==> src/rtl/mips_pkg.sv <==
// Shared MIPS decode constants, FSM encoding and decoded-field bundle
// for the operand-fetch stage.
package mips_pkg;

    localparam logic [5:0] OP_RTYPE = 6'h00;
    localparam logic [5:0] OP_J     = 6'h02;
    localparam logic [5:0] OP_JAL   = 6'h03;
    localparam logic [5:0] OP_BEQ   = 6'h04;
    localparam logic [5:0] OP_BNE   = 6'h05;
    localparam logic [5:0] OP_ANDI  = 6'h0C;
    localparam logic [5:0] OP_ORI   = 6'h0D;
    localparam logic [5:0] OP_XORI  = 6'h0E;
    localparam logic [5:0] OP_SW    = 6'h2B;

    localparam logic [4:0] REG_RA = 5'd31;

    typedef enum logic [1:0] {
        S_IDLE,
        S_REQ,
        S_WAIT,
        S_OUT
    } of_state_t;

    typedef struct packed {
        logic [5:0]  opcode;
        logic [5:0]  funct;
        logic [4:0]  shamt;
        logic [4:0]  rs;
        logic [4:0]  rt;
        logic [4:0]  dest;
        logic [31:0] imm;
        logic        needs_rf;
    } dec_t;

    // $0 reads as zero; a same-cycle writeback to a live index wins over RF.
    function automatic logic [31:0] fwd_sel(
        input logic [4:0]  idx,
        input logic [31:0] rf_data,
        input logic        wb_valid,
        input logic [4:0]  wb_reg,
        input logic [31:0] wb_data
    );
        if (idx == 5'd0)
            return '0;
        else if (wb_valid && wb_reg == idx)
            return wb_data;
        else
            return rf_data;
    endfunction

endpackage

==> src/rtl/instr_decoder.sv <==
// Combinational MIPS field decoder: splits the instruction word and
// derives destination, extended immediate and whether RF reads are needed.
module instr_decoder
    import mips_pkg::*;
(
    input  logic [31:0] instr,
    output dec_t        dec
);

    logic [5:0] opcode;
    logic       is_r;
    logic       is_j;
    logic       is_jal;
    logic       no_wr;
    logic       zext;

    assign opcode = instr[31:26];
    assign is_r   = (opcode == OP_RTYPE);
    assign is_j   = (opcode == OP_J);
    assign is_jal = (opcode == OP_JAL);
    assign no_wr  = (opcode == OP_BEQ) || (opcode == OP_BNE) ||
                    (opcode == OP_SW);
    assign zext   = (opcode == OP_ANDI) || (opcode == OP_ORI) ||
                    (opcode == OP_XORI);

    always_comb begin
        dec          = '0;
        dec.opcode   = opcode;
        dec.funct    = is_r ? instr[5:0] : 6'd0;
        dec.shamt    = instr[10:6];
        dec.rs       = instr[25:21];
        dec.rt       = instr[20:16];
        dec.needs_rf = !(is_j || is_jal);

        unique case (1'b1)
            is_r:           dec.dest = instr[15:11];
            is_jal:         dec.dest = REG_RA;
            (is_j || no_wr): dec.dest = 5'd0;
            default:        dec.dest = instr[20:16];
        endcase

        unique case (1'b1)
            (is_j || is_jal): dec.imm = {4'b0, instr[25:0], 2'b00};
            zext:             dec.imm = {16'b0, instr[15:0]};
            default:          dec.imm = {{16{instr[15]}}, instr[15:0]};
        endcase
    end

endmodule

==> src/rtl/operand_fetch.sv <==
// Decode/operand-fetch stage: accepts an instruction, reads rs/rt from the
// RegisterFile with writeback forwarding, and hands operands to execute.
module operand_fetch
    import mips_pkg::*;
#(
    parameter int TIMEOUT_CYC = 16,
    parameter int CNT_W       = 5
) (
    input  logic        clk,
    input  logic        rst_n,
    input  logic        instr_valid,
    input  logic [31:0] instr,
    output logic        instr_ready,
    output logic        rf_en,
    output logic [4:0]  rf_read_reg1,
    output logic [4:0]  rf_read_reg2,
    input  logic [31:0] rf_read_data1,
    input  logic [31:0] rf_read_data2,
    input  logic        rf_done,
    input  logic        wb_valid,
    input  logic [4:0]  wb_reg,
    input  logic [31:0] wb_data,
    output logic        op_valid,
    input  logic        op_ready,
    output logic [5:0]  op_opcode,
    output logic [5:0]  op_funct,
    output logic [4:0]  op_shamt,
    output logic [31:0] op_rs_data,
    output logic [31:0] op_rt_data,
    output logic [31:0] op_imm,
    output logic [4:0]  op_dest,
    output logic        rf_timeout
);

    localparam logic [CNT_W-1:0] CNT_LAST = CNT_W'(TIMEOUT_CYC - 1);

    of_state_t        state;
    logic [CNT_W-1:0] cnt;
    dec_t             dec;

    instr_decoder u_dec (
        .instr (instr),
        .dec   (dec)
    );

    always_ff @(posedge clk or negedge rst_n) begin
        if (!rst_n) begin
            state        <= S_IDLE;
            cnt          <= '0;
            instr_ready  <= 1'b1;
            rf_en        <= 1'b0;
            rf_read_reg1 <= '0;
            rf_read_reg2 <= '0;
            op_valid     <= 1'b0;
            op_opcode    <= '0;
            op_funct     <= '0;
            op_shamt     <= '0;
            op_rs_data   <= '0;
            op_rt_data   <= '0;
            op_imm       <= '0;
            op_dest      <= '0;
            rf_timeout   <= 1'b0;
        end else begin
            unique case (state)
                S_IDLE: begin
                    if (instr_valid) begin
                        instr_ready <= 1'b0;
                        op_opcode   <= dec.opcode;
                        op_funct    <= dec.funct;
                        op_shamt    <= dec.shamt;
                        op_imm      <= dec.imm;
                        op_dest     <= dec.dest;
                        if (dec.needs_rf) begin
                            rf_en        <= 1'b1;
                            rf_read_reg1 <= dec.rs;
                            rf_read_reg2 <= dec.rt;
                            state        <= S_REQ;
                        end else begin
                            op_rs_data <= '0;
                            op_rt_data <= '0;
                            op_valid   <= 1'b1;
                            state      <= S_OUT;
                        end
                    end
                end
                S_REQ: begin
                    cnt   <= '0;
                    state <= S_WAIT;
                end
                S_WAIT: begin
                    if (rf_done) begin
                        rf_en      <= 1'b0;
                        op_rs_data <= fwd_sel(rf_read_reg1, rf_read_data1,
                                              wb_valid, wb_reg, wb_data);
                        op_rt_data <= fwd_sel(rf_read_reg2, rf_read_data2,
                                              wb_valid, wb_reg, wb_data);
                        op_valid   <= 1'b1;
                        state      <= S_OUT;
                    end else if (cnt == CNT_LAST) begin
                        rf_en      <= 1'b0;
                        rf_timeout <= 1'b1;
                        op_rs_data <= '0;
                        op_rt_data <= '0;
                        op_valid   <= 1'b1;
                        state      <= S_OUT;
                    end else begin
                        cnt <= cnt + 1'b1;
                    end
                end
                S_OUT: begin
                    if (op_ready) begin
                        op_valid    <= 1'b0;
                        instr_ready <= 1'b1;
                        state       <= S_IDLE;
                    end
                end
            endcase
        end
    end

endmodule

==> config.mk <==
export PLATFORM = sky130hd
export DESIGN_NAME = operand_fetch
export DESIGN_NICKNAME = d
export VERILOG_FILES = /design/src/rtl/mips_pkg.sv /design/src/rtl/instr_decoder.sv /design/src/rtl/operand_fetch.sv
export SDC_FILE = /design/constraint.sdc
export NUM_CORES = 1
export LEC_CHECK = 0
export BUFFER_PORTS_ARGS = -buffer_cell sky130_fd_sc_hd__buf_2
export CORE_MARGIN = 2
export CORE_UTILIZATION = 45
export DETAILED_ROUTE_END_ITERATION = 10
export PLACE_DENSITY = 0.74
export SYNTH_ARGS = -nofsm -noshare
export SYNTH_HDL_FRONTEND = slang
export SYNTH_SLANG_ARGS = --single-unit
==> constraint.sdc <==
create_clock -name clk -period 4.1 [get_ports clk]
set_input_delay 0.205 -clock clk [delete_from_list [all_inputs] [get_ports clk]]
set_output_delay 0.205 -clock clk [all_outputs]
set_load 0.01 [all_outputs]
==> impl_metrics.ini <==
[placed_design]
place.gp.congestion = 0.833
port_buffers = 270
dp.final_hpwl_microns = 15800

[cts]
cts_root_buffer = clkbuf_16
clockBufferDepth = 2
post_cts_buffers = 0
clk_pin_slew_worst_paths_ns = 0.06
cts_inserted_buffers = 17
insertion_delay_ns = 0.42
cts.sinks = 136
ctsResizeCount = 0
hold_buffers = 1
h-tree-depth = 4
cts_tree = yes

[floorplanning]
start_util_pct = 45.9
die_y_microns = 131
fp.dieW_microns = 131
die-area_sq_um = 17200
io_pins = 271
coreArea_sq_um = 15800
num_rows = 46

[synthesis]
yosys_warnings = 0
syn_area_per_cell_sq_um = 9.35
synth_nets = 922
synthArstFlopShare_pct = 100
yosysSeqAreaShare_pct = 46.9
ys_types = 49
syn_inst = 777
syn_area_sq_um = 7260
synthFlopType = dfrtp_1
synth-edff-count = 0
yosys_register_bits = 136

[worst_hold_path]
hold_path_class = primary input to register

[critical_path]
cp-start-kind = register
crit_required_ns = 4.41
setup.worst_path.end_class = register
cp_max_fo = 65
worstSetupPathType = register to register
arrival_ns = 3.16

[global_route]
use_met3_pct = 8.43
grt_first_pass_wirelength_microns = 36500
grt_use_met2_pct = 44.3
busiest_layer = met2
grt_max_degree = 105
grt_pass1_vias = 6906
antenna_found_initial = 2
track_usage_pct = 27.4
grt-ovfl-total = 0
grt_util_met1_pct = 34.0

[sta]
skew_ns = 0.00564
holdWs_ns = 0.0188
tightest_slew_ns = 1.23
fmaxAchievable_mhz = 351
min_period_over_period_pct = 69.5
setup_viol = 0
slew_violations = 0
period_minus_slack_ns = 2.85
slew_headroom_pct = 18.0
rsz0062_at_grt = no
hold_viol = 0
tns_ns = 0

[cells_and_area]
regArea_sq_um = 3400
fin_nets = 1142
utilization_pct = 58.2
syn2layout_area_growth_pct = 26.7
drive_above_1_share_pct = 32.7
fill_cells = 1416
multi_input_area_sq_um = 3430

[status]
status = finished, final reports clean

[routing]
vias_per_cell = 5.89
drt_first_pass_iters = 5
via_count = 7238
drtAntennaViolNets = 0
drt_iter0_drc = 510
wirelength_microns = 23700
wl_per_cell_microns = 19.3
drc = 0

[pwr]
seqPwrFrac_pct = 34.6
p_int_mw = 3.91
power.clock.fraction_pct = 22.7
ir_worst_vdd_uv = 434
p_sw_mw = 2.85
p_sw_share_pct = 42.1
power_mw = 6.76
combPwrFrac_pct = 42.8
power-per-cell-area_nw_per_um2 = 734
p_leak_nw = 4.16

[run]
maxCapViolations = 0
==> area by class of cell <==
| cell class | count | share of cell area [%] |
|---|---|---|
| multi-input combinational | 549 | 37.3 |
| tap | 216 | 2.94 |
| sequential | 136 | 37.0 |
| clock inverter | 13 | 1.60 |
| inverter | 8 | 0.326 |
| clock buffer | 19 | 4.81 |
| antenna | 2 | 0.0544 |
| timing repair buffer | 285 | 16.0 |
==> layer usage <==
metal | wire, microns | part of all wire (%)
met5 | 0 | 0
met4 | 719 | 3.0
met3 | 2310 | 9.8
met2 | 11300 | 48
met1 | 9390 | 40
==> cell families (layout without fill, tap and decap cells) <==
| family | Yosys count | after routing | share of synthesized area [%] |
|---|---|---|---|
| AO/OA/AOI/OAI | 266 | 266 | 25.6 |
| AND/OR/NAND/NOR | 248 | 248 | 16.2 |
| XOR/XNOR | 13 | 13 | 1.57 |
| other | 0 | 2 | 0 |
| flip-flops | 136 | 136 | 46.9 |
| adder cells (fa/ha/maj) | 6 | 6 | 1.03 |
| buffers and inverters | 92 | 325 | 6.41 |
| multiplexers | 16 | 16 | 2.38 |
==> power groups by stage <==
stage | clock network, mW | registers [mW] | logic [mW]
2_1_floorplan | 0 | 2.59 | 1.47
3_3_place_gp | 0 | 2.34 | 2.82
3_5_place_dp | 0 | 2.34 | 2.88
4_1_cts | 1.55 | 2.33 | 2.90
5_1_grt | 1.61 | 2.41 | 3.20
6_report | 1.53 | 2.34 | 2.89
==> cells in the final DEF, fill, tap and decap left out, types with 3 or more instances in the layout <==
cell | Yosys | final
nand3_1 | 3 | 3
ha_1 | 6 | 6
buf_4 | 8 | 14
clkinv_4 | 0 | 6
clkbuf_16 | 0 | 17
o211ai_1 | 65 | 65
inv_1 | 7 | 7
dfrtp_1 | 135 | 135
mux2_1 | 10 | 10
mux2i_1 | 6 | 6
o311ai_0 | 5 | 5
nand4_1 | 4 | 4
o2111ai_1 | 64 | 64
or3_1 | 64 | 64
o22ai_1 | 4 | 4
xnor2_1 | 9 | 9
nand2_1 | 121 | 121
a21o_1 | 6 | 5
buf_2 | 11 | 269
a31oi_1 | 15 | 14
nor2_1 | 38 | 37
a22o_1 | 7 | 7
o21ai_1 | 11 | 11
o21ai_0 | 56 | 56
a21oi_1 | 26 | 26
==> critical path, stage by stage (launching register included) <==
cell      delay, ns
dfrtp_1        0.42
ha_1           0.23
and3_1         0.18
ha_1           0.21
nor2_2         0.35
a21o_2         0.95
o21ai_0        0.23
o211ai_1       0.14
==> registers in the layout (all words and copies together) (netlist names), 5 cells and up <==
| name | cells |
|---|---|
| cnt | 5 |
| op_dest | 5 |
| op_funct | 6 |
| op_imm | 29 |
| op_opcode | 6 |
| op_rs_data | 32 |
| op_rt_data | 32 |
| op_shamt | 5 |
| rf_read_reg1 | 5 |
| rf_read_reg2 | 5 |
==> path summary, 6_finish.rpt <==
kind | start | slack (ns) | cells past startpoint | end
max | cnt[0]$_DFFE_PN0P_ | 1.25 | 7 | op_rs_data[4]$_DFFE_PN0P_
min | instr[8] | 0.02 | 3 | op_shamt[2]$_DFFE_PN0P_
max reg2reg | cnt[0]$_DFFE_PN0P_ | 1.25 | 7 | op_rs_data[4]$_DFFE_PN0P_
min reg2reg | op_shamt[2]$_DFFE_PN0P_ | 0.47 | 2 | op_shamt[2]$_DFFE_PN0P_
max in group asynchronous | rst_n | 2.54 | 3 | instr_ready$_DFFE_PN1P_
min in group asynchronous | rst_n | 0.49 | 2 | op_rt_data[23]$_DFFE_PN0P_
==> stage by stage <==
stage               area, sq um  cells  worst slack [ns]
floorplan                  7260    777              2.02
finish                     9210   1228              1.25
detailed placement         8600   1193              1.33
global route               9210   1228              1.04
global placement           8600   1193              1.38
CTS                        9200   1226              1.27
==> Yosys cell counts (2+ instances only) <==
cell type	count	area share (%)
dfrtp_1	135	47
nand2_1	121	6.3
o211ai_1	65	6.7
o2111ai_1	64	7.7
or3_1	64	5.5
clkbuf_1	56	2.9
o21ai_0	56	3.9
nor2_1	38	2.0
a21oi_1	26	1.8
a31oi_1	15	1.3
buf_2	11	0.76
o21ai_1	11	0.76
mux2_1	10	1.6
xnor2_1	9	1.1
buf_4	8	0.83
buf_6	8	1.2
a22o_1	7	0.84
inv_1	7	0.36
a21o_1	6	0.62
ha_1	6	1.0
mux2i_1	6	0.83
o311ai_0	5	0.60
nand4_1	4	0.34
o22ai_1	4	0.34
xor2_1	4	0.48
nand3_1	3	0.21
and3_1	2	0.17
nand2_2	2	0.17
nand2b_1	2	0.17
nor3_1	2	0.14
o31ai_1	2	0.21
(Power assumes the default switching activity.)
